--- src/rtl/hidden_pkg.sv ---
// Shared sizing, typedefs and arbitration owner encoding
// for the hidden-unit RAM arbiter slice.
package hidden_pkg;

  localparam int DATA_WIDTH = 8;
  localparam int ADDR_WIDTH = 5;
  localparam int NUM_UNITS  = 32;

  typedef logic [DATA_WIDTH-1:0] unit_t;
  typedef logic [ADDR_WIDTH-1:0] uaddr_t;

  typedef enum logic {
    OWN_WR = 1'b0,
    OWN_RD = 1'b1
  } owner_e;

endpackage

--- src/rtl/hidden_scoreboard.sv ---
// Per-entry written bits, count of distinct entries written,
// and the registered all-written flag for one inference.
module hidden_scoreboard #(
  parameter int ADDR_WIDTH = hidden_pkg::ADDR_WIDTH,
  parameter int NUM_UNITS  = hidden_pkg::NUM_UNITS
) (
  input  logic                  clk,
  input  logic                  rst_n,
  input  logic                  clr,
  input  logic                  set,
  input  logic [ADDR_WIDTH-1:0] set_addr,
  input  logic [ADDR_WIDTH-1:0] lookup_addr,
  output logic                  hit,
  output logic                  all_written
);

  localparam int DEPTH = 2 ** ADDR_WIDTH;
  localparam int CW    = $clog2(NUM_UNITS + 1);
  localparam logic [ADDR_WIDTH:0] LIMIT =
    (ADDR_WIDTH + 1)'(NUM_UNITS);
  localparam logic [CW-1:0] FULL = CW'(NUM_UNITS);

  logic [DEPTH-1:0] vld_q;
  logic [CW-1:0]    cnt_q;
  logic [CW-1:0]    cnt_d;
  logic             set_in;
  logic             first;

  assign set_in = set && ({1'b0, set_addr} < LIMIT);
  assign first  = set_in && !vld_q[set_addr];
  assign cnt_d  = clr ? '0 : cnt_q + CW'(first);

  // bits at or above NUM_UNITS are never set, so those lookups miss
  assign hit = vld_q[lookup_addr];

  always_ff @(posedge clk or negedge rst_n) begin
    if (!rst_n) begin
      vld_q       <= '0;
      cnt_q       <= '0;
      all_written <= 1'b0;
    end else begin
      if (clr) begin
        vld_q <= '0;
      end else if (first) begin
        vld_q[set_addr] <= 1'b1;
      end
      cnt_q       <= cnt_d;
      all_written <= (cnt_d == FULL);
    end
  end

endmodule

--- src/rtl/hidden_ram_arbiter.sv ---
// Round-robin arbiter sharing the hidden-unit RAM between
// the hidden-layer producer and the output-layer consumer.
module hidden_ram_arbiter #(
  parameter int DATA_WIDTH = hidden_pkg::DATA_WIDTH,
  parameter int ADDR_WIDTH = hidden_pkg::ADDR_WIDTH,
  parameter int NUM_UNITS  = hidden_pkg::NUM_UNITS
) (
  input  logic                  clk,
  input  logic                  rst_n,
  input  logic                  clr,
  input  logic                  wr_req,
  input  logic [ADDR_WIDTH-1:0] wr_addr,
  input  logic [DATA_WIDTH-1:0] wr_data,
  output logic                  wr_gnt,
  input  logic                  rd_req,
  input  logic [ADDR_WIDTH-1:0] rd_addr,
  output logic                  rd_gnt,
  output logic                  rd_valid,
  output logic [DATA_WIDTH-1:0] rd_data,
  output logic                  ram_we,
  output logic [ADDR_WIDTH-1:0] ram_addr,
  output logic [DATA_WIDTH-1:0] ram_data,
  input  logic [DATA_WIDTH-1:0] ram_q,
  output logic                  all_written,
  output logic                  addr_err
);

  localparam logic [ADDR_WIDTH:0] LIMIT =
    (ADDR_WIDTH + 1)'(NUM_UNITS);

  hidden_pkg::owner_e ptr_q;

  logic                  hit;
  logic                  wr_in;
  logic                  rd_in;
  logic                  wr_elig;
  logic                  rd_elig;
  logic                  wr_win;
  logic                  rd_win;
  logic                  rd_oor_q;
  logic [ADDR_WIDTH-1:0] last_addr_q;
  logic [DATA_WIDTH-1:0] hold_q;
  logic [DATA_WIDTH-1:0] q_sel;

  hidden_scoreboard #(
    .ADDR_WIDTH (ADDR_WIDTH),
    .NUM_UNITS  (NUM_UNITS)
  ) u_sb (
    .clk         (clk),
    .rst_n       (rst_n),
    .clr         (clr),
    .set         (wr_gnt),
    .set_addr    (wr_addr),
    .lookup_addr (rd_addr),
    .hit         (hit),
    .all_written (all_written)
  );

  assign wr_in   = {1'b0, wr_addr} < LIMIT;
  assign rd_in   = {1'b0, rd_addr} < LIMIT;
  assign wr_elig = wr_req && !clr;
  assign rd_elig = rd_req && !clr && (hit || !rd_in);

  assign wr_win = wr_elig &&
    (!rd_elig || ptr_q == hidden_pkg::OWN_WR);
  assign rd_win = rd_elig && !wr_win;

  assign wr_gnt = rst_n && wr_win;
  assign rd_gnt = rst_n && rd_win;

  always_comb begin
    ram_we   = 1'b0;
    ram_addr = last_addr_q;
    ram_data = '0;
    unique case (1'b1)
      wr_gnt: begin
        ram_we   = wr_in;
        ram_addr = wr_addr;
        ram_data = wr_data;
      end
      rd_gnt: ram_addr = rd_addr;
      default: ;
    endcase
  end

  // RAM output is already one cycle behind the granted address
  assign q_sel   = rd_oor_q ? '0 : ram_q;
  assign rd_data = rd_valid ? q_sel : hold_q;

  always_ff @(posedge clk or negedge rst_n) begin
    if (!rst_n) begin
      ptr_q       <= hidden_pkg::OWN_WR;
      last_addr_q <= '0;
      rd_valid    <= 1'b0;
      rd_oor_q    <= 1'b0;
      hold_q      <= '0;
      addr_err    <= 1'b0;
    end else begin
      rd_valid <= rd_gnt;
      if (rd_gnt) begin
        rd_oor_q <= !rd_in;
      end
      if (rd_valid) begin
        hold_q <= q_sel;
      end
      addr_err <= (wr_gnt && !wr_in) ||
                  (rd_gnt && !rd_in);
      if (wr_gnt || rd_gnt) begin
        last_addr_q <= ram_addr;
      end
      if (wr_elig && rd_elig) begin
        if (wr_win) begin
          ptr_q <= hidden_pkg::OWN_RD;
        end else begin
          ptr_q <= hidden_pkg::OWN_WR;
        end
      end
    end
  end

endmodule

--- config.mk ---
export PLATFORM = sky130hd
export DESIGN_NAME = hidden_ram_arbiter
export DESIGN_NICKNAME = d
export VERILOG_FILES = /design/src/rtl/hidden_pkg.sv /design/src/rtl/hidden_scoreboard.sv /design/src/rtl/hidden_ram_arbiter.sv
export SDC_FILE = /design/constraint.sdc
export NUM_CORES = 1
export LEC_CHECK = 0
export ABC_AREA = 1
export CAP_MARGIN = 20
export CELL_PAD_IN_SITES_DETAIL_PLACEMENT = 2
export CELL_PAD_IN_SITES_GLOBAL_PLACEMENT = 2
export CORE_ASPECT_RATIO = 1.25
export CORE_MARGIN = 2
export CORE_UTILIZATION = 31
export DETAILED_ROUTE_END_ITERATION = 10
export GPL_TIMING_DRIVEN = 0
export PLACE_DENSITY = 0.85
export REMOVE_ABC_BUFFERS = 1
export SLEW_MARGIN = 0
export SYNTH_ARGS = -nofsm -noshare
export SYNTH_HDL_FRONTEND = slang
export SYNTH_SLANG_ARGS = --single-unit
--- constraint.sdc ---
create_clock -name clk -period 6.8 [get_ports clk]
set_input_delay 1.36 -clock clk [delete_from_list [all_inputs] [get_ports clk]]
set_output_delay 1.36 -clock clk [all_outputs]
set_load 0.05 [all_outputs]
==> impl_metrics.json <==
{
  "result_of_the_run": "complete, no violations",
  "period_minus_slack_ns": 6.404,
  "finish.cell_count_without_fillers": 673,
  "slew_violations": 0,
  "synth_cells": 497,
  "p_per_area_nw_per_um2": 222.1,
  "ys_top_cells_by_area": "sky130_fd_sc_hd__dfrtp_1 (40%), sky130_fd_sc_hd__nand2_1 (19%), sky130_fd_sc_hd__nand3_1 (11%)",
  "final_antenna_net_count": 0,
  "synth_enable_flop_cells": 0,
  "clock_sink_total": 54,
  "crit_arrival_ns": 5.04,
  "final.setup.tns_ns": 0,
  "timing.critical_path.mode_cell": "sky130_fd_sc_hd__nand3_1",
  "netlist.top_cell.by_area": "sky130_fd_sc_hd__dfrtp_1",
  "design.die.area_um2": 11700,
  "clk_root_buffer_cell": "sky130_fd_sc_hd__clkbuf_16",
  "critical_path.endpoint_type": "output port",
  "utilization_pct": 39.24,
  "num_antenna_cells": 0,
  "placeableCoreArea_um2": 10560,
  "cts-htree-levels": 2,
  "criticalPathCategory": "in2out",
  "finalSetupViolations": 0,
  "worstSetupStartpointType": "input port",
  "postSynth.topFlopCell": "sky130_fd_sc_hd__dfrtp_1",
  "detailedPlacementHpwl_um": 8607,
  "finalCritPeriodShare_pct": 94.18,
  "critical_path.max_stage_delay_ns": 0.82,
  "grt_pass1_wl_um": 20560,
  "synth_async_sr_flop_share_pct": 100.0,
  "ffs_latches_synth": 54,
  "die_height_um": 120.5,
  "num_vias": 3527,
  "dieWidth_um": 97.16,
  "ctsLongestPathBuffers": 2,
  "critPathTopFamily": "buffers and inverters",
  "seq_area_frac_synth_pct": 40.18,
  "rr_worst_depth": 19,
  "vias_in_the_first_global_route": 3989,
  "placed_cells_incl_taps": 664,
  "seqCellArea_um2": 1351,
  "fillCellCount": 1288,
  "worst_path_bufs_invs": 4,
  "maximum_number_of_pins_on_one_net_before_global_route_repair": 39,
  "io_buffers": 56,
  "worst-slew-pin-transition_ns": 0.7875,
  "synth_area_um2": 3363,
  "p_total_w": 0.0009207,
  "cts_made_buffers": 5,
  "synth_cell_types": 26,
  "hold_path_cell_cnt": 1,
  "detail_route.wl_per_cell_um": 18.35,
  "power_leakage_nw": 1.979,
  "final-hold-violation-count": 0,
  "initial_antenna_violation_count": 0,
  "max_cap_viol_count": 0,
  "worst-path-max-fanout": 14,
  "fin_skew_ns": 0.01080,
  "initial_core_utilization_pct": 31.84,
  "tritoncts": "done",
  "hold_class": "reg2reg",
  "path_cells": "clkdlybuf4s50_1 > inv_2 > a21oi_1 > o21ai_1 > nand3_1 > nand2_1 > nand2_1 > nand3_1 > nand4_2 > nand3_1 > inv_1 > nand2_1 > nand3_1 > clkdlybuf4s50_1",
  "vdd_ir_drop_max_v": 0.0001137,
  "multi_input_area_um2": 1648,
  "gr-usage-all-layers_pct": 21.96,
  "detail_route.wirelength_um": 12350,
  "synth_area_per_cell_um2": 6.767,
  "insertion_delay_ns": 0.30,
  "number_of_standard_cell_rows_in_the_floorplan": 42,
  "path_depth": 14,
  "finalWeightedCongestion": 0.8108,
  "max_freq_mhz": 156.1,
  "post-route-drc-count": 0,
  "mostFrequentLayoutCells": "sky130_fd_sc_hd__nand2_1 (168), sky130_fd_sc_hd__nand3_1 (77), sky130_fd_sc_hd__inv_1 (60)",
  "post_route_cells_drive_above_1_share_pct": 5.545,
  "detailedRoute.firstIterationViolations": 93,
  "detail_route.vias_per_cell": 5.241,
  "drt_first_pass_iters": 4,
  "postCtsHoldBufs": 0,
  "grt_setup_unrepaired": "no",
  "worst_path_max_delay_cell": "sky130_fd_sc_hd__clkdlybuf4s50_1",
  "critical_path_required_ns": 5.44,
  "boundaryPins": 58,
  "worst_hold_slack_ns": 0.4795,
  "grt_remaining_overflow": 0,
  "path_clk_slew_ns": 0.08,
  "num-nets-final": 573,
  "syn_to_final_growth_pct": 23.25,
  "final_common_cell": "sky130_fd_sc_hd__nand2_1",
  "postCtsSetupBuffers": 0,
  "yosys_warnings": 0,
  "synth_top_area_share_pct": 40.18,
  "relSlewSlack_pct": 47.50
}
==> state kept, by name (all words and copies together), names as in the netlist <==
register          flops
rd_valid              1
last_addr_q           5
ptr_q                 1
u_sb.vld_q           32
u_sb.cnt_q            6
u_sb.all_written      1
hold_q                8
==> path summary, 6_finish.rpt <==
| path | start | end | slack, ns |
|---|---|---|---|
| min in group asynchronous | rst_n | ptr_q$_DFFE_PN0P_ | 1.04 |
| hold reg to reg | u_sb.cnt_q[4]$_DFF_PN0_ | u_sb.cnt_q[4]$_DFF_PN0_ | 0.48 |
| setup reg to reg | u_sb.vld_q[5]$_DFFE_PN0P_ | u_sb.all_written$_DFF_PN0_ | 3.62 |
| max in group asynchronous | rst_n | hold_q[5]$_DFF_PN0_ | 5.16 |
| hold / removal | u_sb.cnt_q[4]$_DFF_PN0_ | u_sb.cnt_q[4]$_DFF_PN0_ | 0.48 |
| setup / recovery | rd_addr[1] | ram_addr[0] | 0.40 |
==> power by group <==
group	switching, W	total [W]	internal [W]
clock network	0.000129	0.000277	0.000148
registers	0.0000140	0.000365	0.000351
logic	0.000188	0.000279	0.0000908
total	0.000331	0.000921	0.000590
==> cell families (layout without fill, tap and decap cells) <==
family / count (synthesis) / after routing / share of synthesized area [%]
and+or+nand+nor: 283 / 283 / 35.64
adders and majority gates: 2 / 2 / 0.7439
buffers and inverters: 86 / 130 / 10.83
other: 1 / 1 / 0.1115
AOI/OAI and AO/OA: 63 / 63 / 9.822
muxes: 8 / 8 / 2.679
DFF: 54 / 54 / 40.18
==> stage by stage <==
step	cell area, µm²	setup WS, ns
after floorplan	3239	1.877
after global placement	3965	-1.164
after detailed placement	3975	-0.1144
after CTS	4129	0.1855
after global routing	4145	0.1680
final	4145	0.3956
==> worst reg2reg max path, stage by stage, from the launching register on <==
cell and delay [ns]:
sky130_fd_sc_hd__dfrtp_1 0.40, sky130_fd_sc_hd__inv_1 0.08, sky130_fd_sc_hd__o21ai_0 0.11, sky130_fd_sc_hd__o21ai_1 0.20, sky130_fd_sc_hd__nand2_1 0.08, sky130_fd_sc_hd__clkinv_1 0.07, sky130_fd_sc_hd__nand2_1 0.07, sky130_fd_sc_hd__nor2_1 0.22
sky130_fd_sc_hd__nand4_2 0.21, sky130_fd_sc_hd__buf_12 0.23, sky130_fd_sc_hd__inv_1 0.09, sky130_fd_sc_hd__ha_1 0.16, sky130_fd_sc_hd__nand3_1 0.12, sky130_fd_sc_hd__nor2_1 0.10, sky130_fd_sc_hd__inv_1 0.06, sky130_fd_sc_hd__nor2_1 0.12
sky130_fd_sc_hd__nor2_1 0.05, sky130_fd_sc_hd__nor2_1 0.14, sky130_fd_sc_hd__or3b_2 0.45, sky130_fd_sc_hd__nor3_1 0.14
==> timing repair <==
action / 4_1_cts / 5_1_grt
setup endpoints to repair: 2 / 4
gates resized for setup: 1 / 2
pin swaps: 0 / 0
==> per-layer routing <==
layer | vias up | track usage [%] | wire length (µm)
li1 | 1667 | - | -
met3 | 21 | 3.006 | 450
met5 | - | 0 | 0
met1 | 1762 | 25.34 | 5120
met4 | 0 | 7.042 | 275
met2 | 77 | 41.67 | 6502
==> area by class of cell <==
cell class | count | share of cell area (%)
Sequential cell | 54 | 32.60
Multi-Input combinational cell | 357 | 39.75
Clock inverter | 2 | 0.3924
Clock buffer | 6 | 3.350
Timing Repair Buffer | 58 | 14.13
Tap cell | 132 | 3.984
Inverter | 64 | 5.795
==> cell usage after synthesis, types with 8 or more instances <==
cell,count
sky130_fd_sc_hd__inv_1,60
sky130_fd_sc_hd__dfrtp_1,54
sky130_fd_sc_hd__o22ai_1,8
sky130_fd_sc_hd__nand2_1,168
sky130_fd_sc_hd__nor2_1,23
sky130_fd_sc_hd__o21ai_0,8
sky130_fd_sc_hd__mux2_2,8
sky130_fd_sc_hd__nor3_1,10
sky130_fd_sc_hd__nand3_1,77
sky130_fd_sc_hd__o21ai_1,11
sky130_fd_sc_hd__a21oi_1,34
Power figures use the tool's default switching activity.
